==> src/rtl/uxrom_ext.sv <==
`timescale 1ns/1ps
// uxrom_ext -- UxROM-family PRG switching mapper (UNROM/UOROM, inverted-fixed
// variant, UNROM-512 CHR banking and one-screen control).
//
// A single 8-bit bank register is written by CPU stores to $8000-$FFFF. The
// M2 pin is brought into the clk domain with a two-flop synchronizer. The bus
// is snapshotted while M2 is high, and the register commits on the falling M2
// edge. All address decode is combinational from the pins and the register.
//
// Ports:
//   clk, reset        system clock, synchronous active-high reset
//   m2                CPU M2 pin (asynchronous to clk)
//   cpu_addr/rw/data  CPU bus; prg_data is the ROM byte at the current prg_addr
//   ppu_addr/rd/wr    PPU bus (rd/wr active-low)
//   chr_ram           CHR is RAM (gates chr_we)
//   mirroring         header mirroring, 1 = vertical
//   prg_addr, prg_oe  PRG memory address / output enable
//   chr_addr, chr_ce, chr_oe, chr_we   CHR memory controls
//   ciram_ce, ciram_a10                nametable RAM controls
//   bank_write        one-clk pulse when the bank register is committed
module uxrom_ext #(
    parameter int PRG_BANK_BITS   = 5,
    parameter int CHR_BANK_BITS   = 0,
    parameter bit FIXED_LOW       = 1'b0,
    parameter bit BUS_CONFLICT    = 1'b1,
    parameter bit ONE_SCREEN_CTRL = 1'b0,
    parameter int ADDR_BITS       = 22
) (
    input  logic                 clk,
    input  logic                 reset,
    input  logic                 m2,
    input  logic [15:0]          cpu_addr,
    input  logic                 cpu_rw,
    input  logic [7:0]           cpu_data_in,
    input  logic [7:0]           prg_data,
    input  logic [13:0]          ppu_addr,
    input  logic                 ppu_rd,
    input  logic                 ppu_wr,
    input  logic                 chr_ram,
    input  logic                 mirroring,
    output logic [ADDR_BITS-1:0] prg_addr,
    output logic                 prg_oe,
    output logic [ADDR_BITS-1:0] chr_addr,
    output logic                 chr_ce,
    output logic                 chr_oe,
    output logic                 chr_we,
    output logic                 ciram_ce,
    output logic                 ciram_a10,
    output logic                 bank_write
);

    logic        m2_s1_q, m2_s1_d;
    logic        m2_s2_q, m2_s2_d;
    logic        m2_d_q, m2_d_d;
    logic        armed_q, armed_d;
    logic [15:0] snap_addr_q, snap_addr_d;
    logic        snap_rw_q, snap_rw_d;
    logic [7:0]  snap_data_q, snap_data_d;
    logic [7:0]  snap_prg_q, snap_prg_d;
    logic [7:0]  bank_reg_q, bank_reg_d;
    logic        bank_write_q, bank_write_d;

    logic        m2_fall;
    logic        commit;
    logic [7:0]  wr_value;

    // Bank latch control: synchronize M2, snapshot the bus while M2 is high,
    // commit on the synchronized falling edge.
    always_comb begin
        m2_s1_d     = m2;
        m2_s2_d     = m2_s1_q;
        m2_d_d      = m2_s2_q;
        m2_fall     = m2_d_q & ~m2_s2_q;

        snap_addr_d = snap_addr_q;
        snap_rw_d   = snap_rw_q;
        snap_data_d = snap_data_q;
        snap_prg_d  = snap_prg_q;

        armed_d     = armed_q;
        if (m2_fall) begin
            armed_d = 1'b0;
        end
        // A new high phase already visible re-arms even if a fall is seen now.
        if (m2_s1_q) begin
            snap_addr_d = cpu_addr;
            snap_rw_d   = cpu_rw;
            snap_data_d = cpu_data_in;
            snap_prg_d  = prg_data;
            armed_d     = 1'b1;
        end

        commit       = m2_fall & armed_q & snap_addr_q[15] & ~snap_rw_q;
        wr_value     = BUS_CONFLICT ? (snap_data_q & snap_prg_q) : snap_data_q;
        bank_reg_d   = commit ? wr_value : bank_reg_q;
        bank_write_d = commit;
    end

    always_ff @(posedge clk) begin
        if (reset) begin
            m2_s1_q      <= 1'b0;
            m2_s2_q      <= 1'b0;
            m2_d_q       <= 1'b0;
            armed_q      <= 1'b0;
            snap_addr_q  <= '0;
            snap_rw_q    <= 1'b0;
            snap_data_q  <= '0;
            snap_prg_q   <= '0;
            bank_reg_q   <= '0;
            bank_write_q <= 1'b0;
        end else begin
            m2_s1_q      <= m2_s1_d;
            m2_s2_q      <= m2_s2_d;
            m2_d_q       <= m2_d_d;
            armed_q      <= armed_d;
            snap_addr_q  <= snap_addr_d;
            snap_rw_q    <= snap_rw_d;
            snap_data_q  <= snap_data_d;
            snap_prg_q   <= snap_prg_d;
            bank_reg_q   <= bank_reg_d;
            bank_write_q <= bank_write_d;
        end
    end

    assign bank_write = bank_write_q;

    // CPU side decode.
    logic [PRG_BANK_BITS-1:0] prg_bank;
    logic [PRG_BANK_BITS-1:0] window;
    logic [PRG_BANK_BITS+13:0] prg_full;

    always_comb begin
        prg_bank = bank_reg_q[PRG_BANK_BITS-1:0];
        if (FIXED_LOW) begin
            window = cpu_addr[14] ? prg_bank : '0;
        end else begin
            window = cpu_addr[14] ? '1 : prg_bank;
        end
        prg_full = {window, cpu_addr[13:0]};
    end

    assign prg_addr = ADDR_BITS'(prg_full);
    assign prg_oe   = cpu_addr[15] & cpu_rw;

    // PPU side decode; the CHR bank field only exists on UNROM-512 style builds.
    logic [CHR_BANK_BITS+12:0] chr_full;

    generate
        if (CHR_BANK_BITS > 0) begin : g_chr_bank
            assign chr_full = {bank_reg_q[5 +: CHR_BANK_BITS], ppu_addr[12:0]};
        end else begin : g_no_chr_bank
            assign chr_full = ppu_addr[12:0];
        end
    endgenerate

    assign chr_addr  = ADDR_BITS'(chr_full);
    assign chr_ce    = ~ppu_addr[13];
    assign ciram_ce  = ~ppu_addr[13];
    assign chr_oe    = ~ppu_rd;
    assign chr_we    = chr_ram & ~ppu_wr & ~ppu_addr[13];
    assign ciram_a10 = ONE_SCREEN_CTRL ? bank_reg_q[7]
                                       : (mirroring ? ppu_addr[10] : ppu_addr[11]);

    // Register bits and snapshot fields that a given parameter set ignores.
    logic unused_bits;
    assign unused_bits = ^{bank_reg_q, snap_prg_q};

endmodule

==> config.mk <==
export PLATFORM = sky130hd
export DESIGN_NAME = uxrom_ext
export DESIGN_NICKNAME = d
export VERILOG_FILES = /design/src/rtl/uxrom_ext.sv
export SDC_FILE = /design/constraint.sdc
export NUM_CORES = 1
export LEC_CHECK = 0
export BUFFER_PORTS_ARGS = -buffer_cell sky130_fd_sc_hd__buf_2
export CAP_MARGIN = 15
export CORE_MARGIN = 4
export CORE_UTILIZATION = 37
export DETAILED_ROUTE_END_ITERATION = 10
export PLACE_DENSITY = 0.83
export SYNTH_ARGS = -nofsm -noshare
export SYNTH_HDL_FRONTEND = slang
export SYNTH_SLANG_ARGS = --single-unit
==> constraint.sdc <==
create_clock -name clk -period 1.4 [get_ports clk]
set_clock_uncertainty 0.05 [all_clocks]
set_input_delay 0.28 -clock clk [delete_from_list [all_inputs] [get_ports clk]]
set_output_delay 0.28 -clock clk [all_outputs]
set_load 0.02 [all_outputs]
==> flow_summary_export.csv, run 1 <==
group,metric,value,unit
logic_synthesis,synthSimpleGateAreaFrac,14.0,%
logic_synthesis,synth_mux_area_share,10.9,%
power_and_ir_drop,leakage,0.000577,uW
logic_synthesis,synth_compound_area_share,9.21,%
global_route,grt_pass1_vias,670,
placement,port_buffers,36,
setup_path,crit_start,"bank_reg_q[4]$_SDFFE_PP0P_",
clock_tree,hold_buffers,0,
power_and_ir_drop,total_power,1200,uW
logic_synthesis,synth_top_family_by_area,"buffers and inverters",
logic_synthesis,synth_xor_area_share,0,%
setup_path,r2r_start,"m2_d_d$_SDFF_PP0_",
hold_path,hold_path_class,"in -> reg",
setup_path,crit_slowest_cell,"dfxtp_2",
logic_synthesis,syn_avg_cell_area,9.23,um^2
global_route,grt_max_degree,16,
logic_synthesis,synthTopCellsByCount,"41 x buf_4, 22 x dfxtp_1, 14 x nor2_1",
setup_path,critPathCaptureType,"primary output",
setup_path,crit_chain,"or2_4, buf_6",
clock_tree,clock_sinks,22,
job,cap_violations,0,
timing,post-route-period-util,95.5,%
drt,finalWirelength,1900,um
power_and_ir_drop,p_per_area,944,nW/um^2
cells_and_area,multiInputGateArea,469,um^2
run_status,status,"finished clean",
placement,hpwl,1550,um
logic_synthesis,synth_area_leaders,"dfxtp_1 36%, buf_4 25%, mux2i_1 9.9%, o31ai_2 5.2%, nor2_1 4.3%",
clock_tree,h-tree-depth,1,
setup_path,crit_arrival,1010,ps
timing,grt_setup_unrepaired,"false",
setup_path,cp_slowest_stage_delay,340,ps
drt,drt.antenna.violating_nets,0,
clock_tree,post_cts_resized,20,
cells_and_area,n_antenna_cell,0,
logic_synthesis,synth_seq_cells,22,
clock_tree,post-cts-setup-buffers,0,
hold_path,worstHoldStart,"m2",
placement,routabilityCongestion,0.736,
setup_path,crit_type,"reg -> out",
clock_tree,cts.clk_slew.worst_paths,110,ps
clock_tree,cts-buffers-inserted,3,
logic_synthesis,synth-edff-count,0,
timing,slew_violations,0,
power_and_ir_drop,ir_drop,0.453,mV
logic_synthesis,synth_cells,131,
timing,fin_crit,1340,ps
logic_synthesis,synth_area_leader_cell,"dfxtp_1",
logic_synthesis,synth.top_cell.area_share,36.4,%
logic_synthesis,synthDistinctLibCells,20,
logic_synthesis,synth_ff_type,"dfxtp_1",
logic_synthesis,synthAdderAreaFrac,0,%
setup_path,startpoint_type,"register",
logic_synthesis,netlist_area,1210,um^2
drt,wl_per_cell,10.3,um
timing,finalSetupTns,0,ps
clock_tree,clock_latency,300,ps
logic_synthesis,synthArstFlopShare,0,%
clock_tree,cts_tree,"yes",
logic_synthesis,synth_most_common_cell,"buf_4",
cells_and_area,regArea,447,um^2
clock_tree,root_buffer,"clkbuf_4",
floorplan,dieArea,4250,um^2
floorplan,io_pins,105,
floorplan,die-width,65.2,um
timing,hold_violations,0,
cells_and_area,fin_nets,195,
cells_and_area,final_layout_size_suffix_gt1_share,43.6,%
drt,drc_errors,0,
floorplan,die_h,65.2,um
drt,first_pass_iters,3,
drt,drt_iter0_drc,4,
timing,finalSetupViolCount,0,
floorplan,core_area,3080,um^2
global_route,grt_first_pass_wirelength,2800,um
drt,vias,769,
global_route,antenna_found_initial,0,
placement,dp.cells,180,
cells_and_area,fill_cells,322,
setup_path,crit_fanout,2,
clock_tree,cts_max_path_buffers,2,
cells_and_area,syn_to_final_growth,4.87,%
cells_and_area,final_util,41.2,%
timing,fmax,748,MHz
global_route,grt.total_usage,8.63,%
global_route,grt_overflow,0,
floorplan,rows,20,
logic_synthesis,synth_warnings,0,
drt,via_per_inst,4.18,
floorplan,start_util,39.3,%
logic_synthesis,ys_seq_area_share,36.4,%
setup_path,crit_required,1070,ps
cells_and_area,final_cells,184,
## power by group
| group | total [uW] | switching [uW] | leakage, uW | internal [uW] |
|---|---|---|---|---|
| clock | 338 | 179 | 0.0000210 | 159 |
| sequential | 661 | 13.6 | 0.000182 | 648 |
| combinational | 197 | 111 | 0.000374 | 85.4 |
## registers in the layout, indices dropped and copies added, names as in the netlist
| name | count |
|---|---|
| snap_prg_q | 5 |
| snap_data_q | 5 |
| armed_q | 1 |
| m2_d_d | 1 |
| bank_write | 1 |
| bank_reg_q | 5 |
| snap_addr_q | 1 |
| m2_s1_q | 1 |
| m2_d_q | 1 |
| snap_rw_q | 1 |
## metrics by stage
| step | area [um^2] | worst slack (ps) | hold WS [ps] |
|---|---|---|---|
| final | 1270 | 62.6 | 127 |
| after global routing | 1270 | 17.1 | 131 |
| after CTS | 1270 | 44.4 | 111 |
| after detailed placement | 1180 | 243 | 411 |
| after global placement | 1180 | 248 | 407 |
| after floorplan | 1250 | 263 | 358 |
## final cells by class
class | count | area share (%)
Clock buffer | 4 | 2.86
Inverter | 7 | 2.07
Multi-Input combinational cell | 68 | 37.0
Sequential cell | 22 | 35.2
Tap cell | 44 | 4.34
Timing Repair Buffer | 39 | 18.5
## worst max-delay path, delay by kind of cell (launching register included)
kind | cells | cell delay, ps
buf+inv | 1 | 130
simple gates | 1 | 240
flops | 1 | 340
## cell families (layout without fill, tap and decap cells)
group,Yosys count,count (layout)
other,1,12
buffers and inverters,52,50
muxes,13,13
DFF,22,22
and+or+nand+nor,32,32
AOI/OAI and AO/OA,11,11
## path summary, 6_finish.rpt
kind	endpoint	depth (start not counted)	slack, ps
max	prg_addr[18]	2	60
min	m2_s1_q$_SDFF_PP0_	2	130
max reg2reg	bank_reg_q[3]$_SDFFE_PP0P_	3	230
min reg2reg	bank_reg_q[0]$_SDFFE_PP0P_	2	420
## layout by cell type (no fill, tap or decap)
cell type  netlist  routed
dfxtp_1         22      17
nor2b_1          3       3
clkbuf_8         0       1
nand2b_1         1       1
o31ai_2          5       5
a211o_1          5       5
and2_1           1       1
nor3b_1          1       1
mux2_2           1       1
clkbuf_4         0       3
or2_4            0       5
dfxtp_2          0       5
a21oi_1          1       1
buf_6            0       5
and4bb_4         1       1
inv_1            7       7
nand2_1          5       5
buf_2            3      31
conb_1           1      12
buf_4           41       3
mux2i_1         12      12
nand2_4          1       1
nor2_1          14      14
## routing by layer
| layer | global-route usage, % | vias to the layer above | share of wire [%] |
|---|---|---|---|
| met3 | 2.91 | 6 | 12 |
| met5 | 0 | - | 0 |
| met2 | 14.2 | 40 | 44 |
| met4 | 5.96 | 0 | 1.8 |
| li1 | - | 388 | - |
| met1 | 9.32 | 335 | 42 |
No activity file was read; power rests on OpenSTA's default activity.
==> run 2: changes to the inputs <==
--- a/config.mk
+++ b/config.mk
@@ -7,9 +7,11 @@
 export LEC_CHECK = 0
 export BUFFER_PORTS_ARGS = -buffer_cell sky130_fd_sc_hd__buf_2
 export CAP_MARGIN = 15
+export CORE_ASPECT_RATIO = 0.8
 export CORE_MARGIN = 4
 export CORE_UTILIZATION = 37
 export DETAILED_ROUTE_END_ITERATION = 10
+export MAX_ROUTING_LAYER = met4
 export PLACE_DENSITY = 0.83
 export SYNTH_ARGS = -nofsm -noshare
 export SYNTH_HDL_FRONTEND = slang
==> run 2 against run 1 <==
Net effect: worst hold slack better by 58 ps; critical path depth unchanged; via count decreased by 1.3%; routed wire length fell by 3.2%; fmax down 1.2%; die area up 0.13%; setup slack worse by 16 ps; utilization down 2.2 points; highest routed layer unchanged; global-route usage up 0.14 points.
==> flow_summary_export.csv, run 2 (synthesized netlist as in run 1, its figures left out) <==
group,metric,value,unit
run_status,status,"finished clean",
global_route,grt-busiest-layer,"met2",
clock_tree,cts_tree,"yes",
drt,via_per_inst,4.26,
global_route,grt_first_pass_wirelength,2790,um
timing,post-route-period-util,96.7,%
timing,slew_violations,0,
clock_tree,root_buffer,"clkbuf_8",
cells_and_area,fin_nets,194,
cells_and_area,final_util,38.9,%
clock_tree,post_cts_resized,0,
clock_tree,cts_max_path_buffers,2,
placement,placed_area,1170,um^2
drt,drt.antenna.violating_nets,0,
setup_path,crit_start,"bank_reg_q[3]$_SDFFE_PP0P_",
placement,dp.cells,175,
hold_path,hold_path_class,"in -> reg",
power_and_ir_drop,ir_drop,0.615,mV
global_route,grtUsageMet2,14.0,%
global_route,antenna_found_initial,0,
job,cap_violations,0,
floorplan,core_area,3110,um^2
placement,port_buffers,36,
timing,finalSetupViolCount,0,
setup_path,crit_required,1070,ps
global_route,grt_max_degree,21,
setup_path,critPathCaptureType,"primary output",
cells_and_area,final_cell_mix,"36 x buf_2, 22 x dfxtp_1, 14 x nor2_1, 12 x mux2i_1, 12 x conb_1",
drt,vias,759,
power_and_ir_drop,p_per_area,1000,nW/um^2
cells_and_area,final_cells,178,
clock_tree,h-tree-depth,1,
setup_path,crit_chain,"or2_2, buf_2",
setup_path,crit_slowest_cell,"dfxtp_1",
setup_path,crit_fanout,2,
clock_tree,cts.clk_slew.worst_paths,70,ps
setup_path,startpoint_type,"register",
cells_and_area,reg.largest.list,"bank_reg_q x5, snap_data_q x5, snap_prg_q x5",
global_route,use_met1,10.1,%
global_route,grt_overflow,0,
cells_and_area,n_antenna_cell,0,
drt,wl_per_cell,10.3,um
timing,fin_crit,1350,ps
timing,hold_violations,0,
setup_path,r2r_start,"m2_d_d$_SDFF_PP0_",
floorplan,dieArea,4250,um^2
cells_and_area,syn_to_final_growth,0.104,%
timing,finalSetupTns,0,ps
global_route,grt_pass1_vias,660,
hold_path,worstHoldStart,"m2",
timing,grt_setup_unrepaired,"false",
setup_path,path_buf_inv,1,
floorplan,rows,18,
drt,first_pass_iters,4,
drt,finalWirelength,1840,um
power_and_ir_drop,total_power,1210,uW
floorplan,die_h,59.1,um
drt,drc_errors,0,
setup_path,cp_slowest_stage_delay,310,ps
global_route,grt.total_usage,8.77,%
clock_tree,clock_latency,250,ps
clock_tree,hold_buffers,0,
timing,fmax,739,MHz
floorplan,start_util,38.9,%
global_route,use_met3,3.73,%
clock_tree,clock_sinks,22,
setup_path,path_delay_family,"flip-flops",
floorplan,io_pins,105,
clock_tree,cts-buffers-inserted,3,
floorplan,die-width,71.9,um
cells_and_area,final_common_cell,"buf_2",
clock_tree,post-cts-setup-buffers,0,
drt,drt_iter0_drc,4,
setup_path,crit_type,"reg -> out",
power_and_ir_drop,leakage,0.000557,uW
cells_and_area,final_layout_size_suffix_gt1_share,39.1,%
setup_path,crit_arrival,1020,ps
cells_and_area,design_area,1210,um^2
placement,routabilityCongestion,0.756,
-- run 2: cell types whose count changed in the layout (fill, tap and decap cells not counted) --
cell      delta
or2_4        -5
or2_2        +5
clkbuf_8     +2
buf_6        -5
buf_4        -1
dfxtp_2      -5
clkbuf_4     -3
buf_2        +5
dfxtp_1      +5
-- run 2: area by class of cell --
type | count | area (um^2)
well taps | 40 | 50.0
inverters | 7 | 26.3
clock buffers | 3 | 41.3
flip-flops and latches | 22 | 440
multi-input cells | 68 | 457
fillers | 313 | 1900
repair buffers | 38 | 195
-- run 2: through the flow --
stage                     worst slack (ps)  hold WS, ps
after detailed placement               217          412
after CTS                             37.6          183
after floorplan                        263          358
final                                 46.7          185
after global placement                 213          410
after global routing                  25.4          197
-- run 2: layer usage --
metal	routed length, um	part of all wire [%]
met2	819	45
met3	228	12
met1	783	43
met5	0	0
met4	8	0.44
-- run 2: final timing paths --
check,to,slack [ps],depth (start not counted)
worst max-delay path,prg_addr[17],50,2
worst min-delay path,m2_s1_q$_SDFF_PP0_,180,2
worst max register to register,bank_reg_q[0]$_SDFFE_PP0P_,230,3
worst min register to register,m2_d_q$_SDFF_PP0_,420,1
-- run 2: power breakdown --
group	leakage (uW)	internal [uW]	total [uW]	switching (uW)
clock network	0.0000216	191	369	178
registers	0.000179	648	663	14.7
logic	0.000356	70.4	178	108
==> run 3: changes to the inputs <==
--- a/config.mk
+++ b/config.mk
@@ -5,11 +5,13 @@
 export SDC_FILE = /design/constraint.sdc
 export NUM_CORES = 1
 export LEC_CHECK = 0
+export ABC_AREA = 1
 export BUFFER_PORTS_ARGS = -buffer_cell sky130_fd_sc_hd__buf_2
 export CAP_MARGIN = 15
 export CORE_ASPECT_RATIO = 0.8
 export CORE_MARGIN = 4
 export CORE_UTILIZATION = 37
+export CTS_CLUSTER_SIZE = 25
 export DETAILED_ROUTE_END_ITERATION = 10
 export MAX_ROUTING_LAYER = met4
 export PLACE_DENSITY = 0.83
==> run 3 against run 2 <==
Net effect: routed wire length rose by 5.3%; setup slack improved by 10 ps; global-route usage rose by 0.72 points; die area fell by 1.3%; clock power rose by 21%; area after synthesis fell by 1.4%; sequential share of layout area rose by 0.27 points; design area fell by 0.72%; critical endpoint unchanged; largest power group unchanged.
==> flow_summary_export.csv, run 3 <==
group,metric,value,unit
floorplan,start_util,38.6,%
clock_tree,cts_max_path_buffers,2,
drt,wl_met3,225,um
timing,hold_violations,0,
power_and_ir_drop,leakage,0.000616,uW
hold_path,worstHoldStart,"m2",
floorplan,dieArea,4200,um^2
cells_and_area,n_antenna_cell,0,
cells_and_area,reg.largest.list,"bank_reg_q x5, snap_data_q x5, snap_prg_q x5",
timing,finalSetupTns,0,ps
logic_synthesis,ys_seq_area_share,37.0,%
global_route,grt_overflow,0,
global_route,grt_pass1_vias,717,
logic_synthesis,synthArstFlopShare,0,%
setup_path,r2r_start,"m2_s1_q$_SDFF_PP0_",
run_status,status,"finished clean",
logic_synthesis,synthTopCellsByCount,"41 x buf_4, 38 x nor2_1, 22 x dfxtp_1",
drt,finalWirelength,1940,um
clock_tree,h-tree-depth,1,
placement,hpwl,1570,um
placement,routabilityCongestion,0.758,
setup_path,crit_arrival,1010,ps
clock_tree,cts.clk_slew.worst_paths,80,ps
clock_tree,post-cts-setup-buffers,0,
setup_path,cp_slowest_stage_delay,320,ps
timing,slew_violations,0,
drt,drc_errors,0,
setup_path,critPathCaptureType,"primary output",
setup_path,startpoint_type,"register",
cells_and_area,fin_nets,222,
floorplan,core_area,3090,um^2
logic_synthesis,netlist_area,1190,um^2
power_and_ir_drop,ir_drop,0.549,mV
clock_tree,cts-buffers-inserted,3,
drt,dr.max_layer_used,"met4",
logic_synthesis,synth_ff_type,"dfxtp_1",
cells_and_area,final_common_cell,"nor2_1",
setup_path,crit_required,1070,ps
clock_tree,hold_buffers,0,
cells_and_area,syn_to_final_growth,0.840,%
drt,first_pass_iters,4,
clock_tree,post_cts_resized,0,
floorplan,io_pins,105,
global_route,grt_first_pass_wirelength,3020,um
timing,grt_setup_unrepaired,"false",
timing,fin_crit,1340,ps
floorplan,die_h,58.8,um
setup_path,crit_start,"bank_reg_q[3]$_SDFFE_PP0P_",
drt,drt.antenna.violating_nets,0,
job,cap_violations,0,
power_and_ir_drop,p_per_area,1090,nW/um^2
global_route,grt_max_degree,18,
logic_synthesis,synth_cells,158,
cells_and_area,final_util,38.9,%
logic_synthesis,synth_seq_cells,22,
logic_synthesis,synth.top_cell.area_share,37.0,%
global_route,antenna_found_initial,0,
setup_path,crit_slowest_cell,"dfxtp_1",
timing,fmax,744,MHz
timing,post-route-period-util,95.9,%
logic_synthesis,synth_most_common_cell,"buf_4",
clock_tree,clock_latency,260,ps
clock_tree,root_buffer,"clkbuf_8",
cells_and_area,final_layout_size_suffix_gt1_share,35.9,%
logic_synthesis,synth-edff-count,0,
logic_synthesis,syn_avg_cell_area,7.54,um^2
drt,via_per_inst,4.00,
floorplan,rows,18,
global_route,grt.total_usage,9.49,%
hold_path,hold_path_class,"in -> reg",
setup_path,crit_chain,"or2_2, buf_2",
logic_synthesis,synth_warnings,0,
setup_path,crit_fanout,2,
placement,port_buffers,36,
drt,wl_met2,788,um
logic_synthesis,synthDistinctLibCells,20,
cells_and_area,final_cell_mix,"38 x nor2_1, 36 x buf_2, 22 x dfxtp_1, 17 x nand2_1, 12 x conb_1",
logic_synthesis,synth_area_leaders,"dfxtp_1 37%, buf_4 26%, nor2_1 12%, nand2_1 5.4%, o21ai_2 3.7%",
drt,met1_length,915,um
clock_tree,cts_tree,"yes",
drt,wl_per_cell,9.35,um
logic_synthesis,synth_area_leader_cell,"dfxtp_1",
floorplan,die-width,71.4,um
power_and_ir_drop,total_power,1300,uW
setup_path,crit_type,"reg -> out",
drt,drt_iter0_drc,38,
clock_tree,clock_sinks,22,
timing,finalSetupViolCount,0,
drt,vias,827,
## run 3: changes by cell type after synthesis, moves of 2 or more
cell	before	now
a211o_1	5	0
nor2b_1	3	0
o21ai_2	0	5
inv_2	0	5
o31ai_2	5	0
buf_2	3	1
nor2_1	14	38
o21ai_0	0	4
mux2i_1	12	0
nand2_1	5	17
o21ai_1	0	3
## run 3: final timing paths
| path | to | slack, ps | cells after the start |
|---|---|---|---|
| worst min-delay path | m2_s1_q$_SDFF_PP0_ | 170 | 3 |
| worst max-delay path | prg_addr[17] | 60 | 2 |
| worst max register to register | snap_rw_q$_SDFFE_PP0P_ | 360 | 3 |
| worst min register to register | m2_d_q$_SDFF_PP0_ | 400 | 2 |
## run 3: logic make-up (layout without fill, tap and decap cells)
| kind of cell | count (synthesis) | after routing | share of synthesized area (%) |
|---|---|---|---|
| and+or+nand+nor | 65 | 65 | 23.3 |
| AOI/OAI and AO/OA | 14 | 14 | 7.46 |
| buffers and inverters | 55 | 53 | 31.0 |
| muxes | 1 | 1 | 0.945 |
| DFF | 22 | 22 | 37.0 |
| other | 1 | 12 | 0.315 |
## run 3: worst max-delay path, delay by kind of cell (launching register included)
| kind | cells | cell delay [ps] |
|---|---|---|
| DFF | 1 | 320 |
| and+or+nand+nor | 1 | 280 |
| buffers and inverters | 1 | 160 |
## run 3: where the power goes
group          switching (uW)  internal, uW
Combinational             116          67.1
Clock                     196           250
Sequential               20.0           654
## run 3: per-stage QoR
step / setup WS, ps / hold WS, ps / cells / instance area, um^2
after floorplan: 263 / 301 / 169 / 1230
after CTS: 43.3 / 167 / 207 / 1200
after detailed placement: 243 / 392 / 203 / 1150
after global placement: 249 / 383 / 203 / 1150
final: 56.8 / 170 / 207 / 1200
after global routing: 5.91 / 181 / 207 / 1200
## run 3: layout make-up
type | count | area, um^2
Tap cell | 40 | 50.0
Timing Repair Buffer | 37 | 188
Clock buffer | 4 | 55.1
Fill cell | 332 | 1880
Multi-Input combinational cell | 92 | 423
Sequential cell | 22 | 440
Inverter | 12 | 45.0
## run 3: routing by layer
metal	GRT usage (%)	vias to the layer above
met3	4.61	2
met1	11.6	341
li1	-	448
met2	14.4	36
met5	-	-
met4	1.61	0
